## config.mk

```make
export PLATFORM = sky130hd
export DESIGN_NAME = tx_char_queue
export DESIGN_NICKNAME = d
export VERILOG_FILES = /design/src/rtl/tx_char_queue.sv
export SDC_FILE = /design/constraint.sdc
export NUM_CORES = 1
export LEC_CHECK = 0
export BUFFER_PORTS_ARGS = -buffer_cell sky130_fd_sc_hd__buf_4
export CAP_MARGIN = 30
export CORE_MARGIN = 5
export CORE_UTILIZATION = 30
export DETAILED_ROUTE_END_ITERATION = 10
export PLACE_DENSITY = 0.49
export SLEW_MARGIN = 5
export SYNTH_ARGS = -nofsm -noshare
export SYNTH_HDL_FRONTEND = slang
export SYNTH_SLANG_ARGS = --single-unit
```

## constraint.sdc

```tcl
create_clock -name clk -period 6.7 [get_ports clk]
set_input_delay 0.335 -clock clk [delete_from_list [all_inputs] [get_ports clk]]
set_output_delay 0.335 -clock clk [all_outputs]
set_load 0.02 [all_outputs]
```

## src/rtl/tx_char_queue.sv

```systemverilog
// Byte FIFO feeding a parallel-to-serial transmitter: pops one byte per frame,
// holds load/enable through the frame, retires on tx_done or timeout, then idles a gap.
module tx_char_queue #(
    parameter int DEPTH      = 8,
    parameter int ADDR_W     = 3,
    parameter int TIMEOUT    = 255,
    parameter int GAP_CYCLES = 1
) (
    input  logic              clk,
    input  logic              reset,
    input  logic              wr_en,
    input  logic [7:0]        wr_data,
    output logic              full,
    output logic              empty,
    output logic [ADDR_W:0]   count,
    output logic              overflow,
    output logic [7:0]        tx_data,
    output logic              tx_load,
    output logic              tx_enable,
    input  logic              tx_done,
    output logic              busy,
    output logic              timeout_err
);
    localparam int TW = $clog2(TIMEOUT + 1);
    localparam int GW = $clog2(GAP_CYCLES + 1);

    typedef enum logic [1:0] {IDLE, SEND, GAP} state_t;

    state_t              state_q, state_d;
    logic [7:0]          mem_q [DEPTH];
    logic [ADDR_W-1:0]   wr_ptr_q, wr_ptr_d, rd_ptr_q, rd_ptr_d;
    logic [ADDR_W:0]     count_q, count_d;
    logic [TW-1:0]       timer_q, timer_d;
    logic [GW-1:0]       gap_q, gap_d;
    logic [7:0]          tx_data_q, tx_data_d;
    logic                tx_on_q, tx_on_d;
    logic                overflow_q, overflow_d;
    logic                timeout_err_q, timeout_err_d;
    logic                wr_acc, pop;

    assign full        = (count_q == (ADDR_W+1)'(DEPTH));
    assign empty       = (count_q == '0);
    assign count       = count_q;
    assign overflow    = overflow_q;
    assign tx_data     = tx_data_q;
    assign tx_load     = tx_on_q;
    assign tx_enable   = tx_on_q;
    assign busy        = (state_q != IDLE);
    assign timeout_err = timeout_err_q;

    always_comb begin
        state_d       = state_q;
        timer_d       = timer_q;
        gap_d         = gap_q;
        tx_data_d     = tx_data_q;
        tx_on_d       = tx_on_q;
        timeout_err_d = timeout_err_q;
        pop           = 1'b0;
        // full comes from the registered count, so a same-cycle pop never frees a slot
        wr_acc        = wr_en && !full;
        overflow_d    = overflow_q | (wr_en & full);

        case (state_q)
            IDLE: begin
                if (!empty) begin
                    pop       = 1'b1;
                    tx_data_d = mem_q[rd_ptr_q];
                    tx_on_d   = 1'b1;
                    timer_d   = '0;
                    state_d   = SEND;
                end
            end
            SEND: begin
                timer_d = timer_q + 1'b1;
                if (tx_done || timer_q == TW'(TIMEOUT - 1)) begin
                    tx_on_d = 1'b0;
                    gap_d   = '0;
                    state_d = GAP;
                    if (!tx_done) timeout_err_d = 1'b1;
                end
            end
            GAP: begin
                if (gap_q == GW'(GAP_CYCLES - 1)) state_d = IDLE;
                else                              gap_d   = gap_q + 1'b1;
            end
            default: state_d = IDLE;
        endcase

        wr_ptr_d = wr_acc ? wr_ptr_q + 1'b1 : wr_ptr_q;
        rd_ptr_d = pop    ? rd_ptr_q + 1'b1 : rd_ptr_q;
        case ({wr_acc, pop})
            2'b10:   count_d = count_q + 1'b1;
            2'b01:   count_d = count_q - 1'b1;
            default: count_d = count_q;
        endcase
    end

    always_ff @(posedge clk) begin
        if (wr_acc) mem_q[wr_ptr_q] <= wr_data;
    end

    always_ff @(posedge clk or posedge reset) begin
        if (reset) begin
            state_q       <= IDLE;
            wr_ptr_q      <= '0;
            rd_ptr_q      <= '0;
            count_q       <= '0;
            timer_q       <= '0;
            gap_q         <= '0;
            tx_data_q     <= '0;
            tx_on_q       <= 1'b0;
            overflow_q    <= 1'b0;
            timeout_err_q <= 1'b0;
        end else begin
            state_q       <= state_d;
            wr_ptr_q      <= wr_ptr_d;
            rd_ptr_q      <= rd_ptr_d;
            count_q       <= count_d;
            timer_q       <= timer_d;
            gap_q         <= gap_d;
            tx_data_q     <= tx_data_d;
            tx_on_q       <= tx_on_d;
            overflow_q    <= overflow_d;
            timeout_err_q <= timeout_err_d;
        end
    end
endmodule
```

# Word level (Yosys, flattened, before mapping)
# Memory sizes are Yosys's and may differ from the RTL's. A register that Yosys moved wholly into a read port is not among the register bits.
# Index checks and enable logic that the tools add are counted.
# totals
output_inout_bits	19
regBits	24
ram_bits	64
n_memories	1
in_bits	12
# mem_list
memory	depth	word_bits	rd	rd_clocked_by_memory_dff	write_ports	line	rtl
mem_q	8	8	1	1	1	30	logic [7:0] mem_q [DEPTH];
# op_classes
muxes	16
eq_ne	9
n_addsub	6
n_reduce_logical	15
n_bitwise	4
# ops
operator	n
$pmux 8 s2	1
$reduce_and 3->1	3
$add 8x1->8 const B	1
$eq 8x8->1 const B	1
$mux 8	1
$pmux 4 s2	1
$reduce_bool 2->1	4
$mux 1	7
$add 3x1->3 const B	2
$mux 2	3
$ne 2x2->1 const B	3
$pmux 2 s3	1
$reduce_and 2->1	3
$add 4x1->4 const B	1
$eq 2x1->1 const B	2
$eq 2x2->1 const B	2
$eq 4x4->1 const B	1
$logic_not 4->1	1
$pmux 1 s2	2
$sub 4x1->4 const B	1
$logic_not 2->1	1
$not 1->1	2
$add 1x1->1 const B	1
$and 1x1->1	1
4 further kinds	4

# Logic depth before layout (Yosys ltp)
# logic_depth
ltp_word	5
depth_mapped	13
mapped_depth_nobuf	10

# Worst setup path before layout
# OpenSTA, ideal clock, no wires.
# synth_timing
path_type	register to register
start	register count_q[0], in the netlist count[0]
end	register count_q[2], in the netlist count[2]
stages_incl_launch_ff	13
required_ns	6.559
arrival_ns	2.518
setup_time_ns	0.141
setup_slack_ns	4.041
period_less_slack_ns	2.659
path_cell_list	dfrtp_1 nor4_4 or2_1 buf_6 inv_6 buf_12 ha_1 xor2_1 ha_1 a21oi_1 xor2_1 nor2_1 xor2_1
# synth_between
elab_chain_cells	5
word_cells_on_any_way	12
cone_classes	add/sub (2); eq/ne (3); mux (3); reduce/logical (4)
# synth_rtl
element	line	rtl
start: declaration	32	logic [ADDR_W:0] count_q, count_d;
start signal: assignment	118	count_q <= count_d;
$logic_not 4->1 *	42	assign empty = (count_q == '0);
named net empty	14	output logic empty,
$mux 1 *	65	if (!empty) begin
$mux 1 *	63	case (state_q)
named net pop	39	logic wr_acc, pop;
$eq 2x1->1 or $eq 2x2->1 (tied branches)	91	case ({wr_acc, pop})
$pmux 4 s2 or $reduce_bool 2->1 (tied branches)	n/a	
# The timed path passes the listed nets; every way through them passes the cells marked *.
# A chain may end at the register's enable or synchronous reset.

# Worst setup path in the final report
# layout_timing
start	register count_q[0], in the netlist count[0]
end	register count_q[2], in the netlist count[2]
# layout_between
elab_chain_cells	5
word_cells_on_any_way	12
cone_classes	add/sub (2); eq/ne (3); mux (3); reduce/logical (4)
# layout_rtl
element	line
$logic_not 4->1 or $eq 4x4->1 (tied branches)	42, 41
$mux 1 or $logic_not 1->1 (tied branches)	65, 60
$mux 1 or $logic_and 1x1->1 (tied branches)	63, 60
$eq 2x1->1 or $eq 2x2->1 (tied branches)	91
$pmux 4 s2 or $reduce_bool 2->1 (tied branches)	n/a
# Parallel ways exist; a longest one is shown, timed or not.

==> results.tsv <==
metric	value	unit
critPathMostFrequentCell	xor2_1	
crit_family	simple AND/OR/NAND/NOR gates	
drc	0	
fin_tns_setup	0	ns
finClkSkew	0.00587	ns
power_density	450	nW/um^2
startpoint_type	flop	
synth.avg_cell_area	14.3	sq um
holdCritPathClass	input port to asynchronous set/reset pin	
layout-drive-gt1-share	19.3	%
num_antenna_cells	0	
clock_path_buffers	2	
combPwrFrac	35.4	%
syn_area	3990	sq um
grt_pass1_vias	2264	
clkSinkCount	95	
finalHoldViolCount	0	
antenna_found_initial	0	
cts_resized	0	
globalplace.congestion	0.722	
async_flop_share	32.6	%
postCtsSetupBuffers	0	
path_cells	nor4_4 -> or2_1 -> inv_6 -> ha_1 -> xor2_1 -> ha_1 -> a21oi_1 -> xor2_1 -> nor2_1 -> xor2_1	
critPathCaptureType	flop	
synth.net_count	299	
critical_path.max_stage_delay	0.59	ns
worstMarginPinSlew	0.886	ns
die_y	125	um
synth-edff-count	64	
critical_path_buf_inv_count	1	
slew_headroom	40.6	%
final_cell_mix	64 x edfxtp_1, 33 x buf_4, 32 x mux2i_1	
synth_cells	280	
peakVddDrop	0.143	mV
grt_usage	11.0	%
ys_seq_elements	95	
drt_wl_total	8190	um
drt-initial-drc-count	123	
arrival	3.17	ns
power.internal	1.33	mW
final_common_cell	edfxtp_1	
dieArea	15700	sq um
rsz0062_at_grt	false	
avgRoutedWirePerCell	16.7	um
synth-main-ff-cell	edfxtp_1	
insertion_delay	0.34	ns
cts_made_buffers	9	
swShare	37.0	%
cts_tree	built	
io_buffers	30	
dr.pass1.iters	4	
critPathKind	flop to flop	
area_delta_synth_final	17.2	%
drv_slew	0	
final.period_utilization	44.0	%
period_minus_slack	2.95	ns
fmax	0.339	GHz
cts-hold-fix-buffers	0	
grt_max_degree	32	
core	13100	sq um
htreeDepth	3	
setup-violations-final	0	
cp_slowest_cell	or2_1	
rows	42	
vias	2251	
yosys_warnings	0	
cp_max_fo	14	
ys_types	42	
grt-ovfl-total	0	
synth.yosys.seq_area_share	67.6	%
drv_cap	0	
cts-root-buf	clkbuf_16	
switchingPower	780	uW
p_leak	1.82	nW
grt_pass1_wl	13000	um
via_per_inst	4.58	
final_nets	331	
crit_required	6.92	ns
die_width	125	um
detail-route-antenna-nets	0	
pin_count	31	
clk_pin_slew	0.06	ns
status	complete, no violations	
power	2.11	mW
pwr-share-clk	22.3	%
initial_core_util	30.4	%
pwr-share-seq	42.3	%
hpwlAfterDp	5170	um
-- kinds of logic after synthesis --
kind of cell | Yosys count | share of synthesized area [%]
buf+inv | 18 | 2.88
compound gates | 35 | 5.95
fa+ha+maj | 7 | 2.19
xor+xnor | 11 | 2.41
simple gates | 81 | 10.7
flops | 95 | 67.6
mux | 33 | 8.30
-- cell usage after synthesis, types with 2 or more instances --
master	count	share of area, %
edfxtp_1	64	48
a22oi_1	16	3.0
nand2b_1	4	0.63
xnor2_1	6	1.3
nand3_2	2	0.50
nor2_1	13	1.2
nor3_1	4	0.50
mux2i_1	32	8.0
a21oi_1	2	0.25
nand3_1	11	1.4
ha_1	7	2.2
nor2b_1	3	0.47
dfrtp_1	31	19
xor2_1	5	1.1
buf_1	3	0.28
buf_4	4	0.75
buf_2	3	0.38
and3_1	2	0.31
o21ai_0	8	1.0
nand2_1	31	2.9
inv_1	3	0.28
o31ai_1	2	0.38
a21o_1	3	0.56
nand4_1	3	0.47
-- stage by stage --
step	hold WS, ns	cell area, sq um	setup WS (ns)	utilization [%]	instances
floorplan	0.434	3990	4.04	-	280
global placement	0.443	4390	3.79	33.4	475
detailed placement	0.449	4410	3.69	33.6	476
CTS	0.0978	4670	3.67	35.6	491
global route	0.130	4680	3.48	35.6	492
finish	0.0844	4680	3.75	35.6	492
-- power by group through the flow --
stage               Clock (mW)  Combinational [mW]  Sequential (mW)
floorplan                    0               0.526            0.909
global placement             0               0.698            0.943
detailed placement           0               0.759            0.907
CTS                      0.477               0.761            0.896
global route             0.501               0.831            0.912
finish                   0.470               0.746            0.891
-- worst min-delay path, cell delays in order --
cell and delay [ns]:
buf_4 0.10, inv_1 0.04, buf_4 0.37
-- registers in the layout, summed over array words and instances (netlist names) --
register	flops
timeout_err	1
rd_ptr_q	3
timer_q	8
state_q	2
count	4
tx_data	8
tx_enable	1
overflow	1
mem_q	64
wr_ptr_q	3
-- area by class of cell --
class	instances	area (sq um)
Inverter	5	23.8
Tap cell	176	220
Fill cell	1315	8460
Clock inverter	5	35.0
Timing Repair Buffer	34	268
Multi-Input combinational cell	167	1210
Sequential cell	95	2700
Clock buffer	10	229
-- routing by layer --
layer / part of all wire, % / GRT usage (%)
met1: 45 / 14.5
met2: 48 / 17.1
met3: 4.8 / 3.28
met4: 1.7 / 4.02
met5: 0 / 0
-- worst paths after layout --
kind | depth (start not counted) | from | slack, ns | endpoint
max in group asynchronous | 3 | reset | 6.29 | rd_ptr_q[0]
min in group clk | 2 | tx_done | 0.19 | state_q[0]
min reg2reg | 1 | timeout_err | 0.46 | timeout_err
max | 10 | count[0] | 3.75 | count[2]
min | 3 | reset | 0.08 | count[2]
max reg2reg | 10 | count[0] | 3.75 | count[2]
Power figures use the tool's default switching activity.
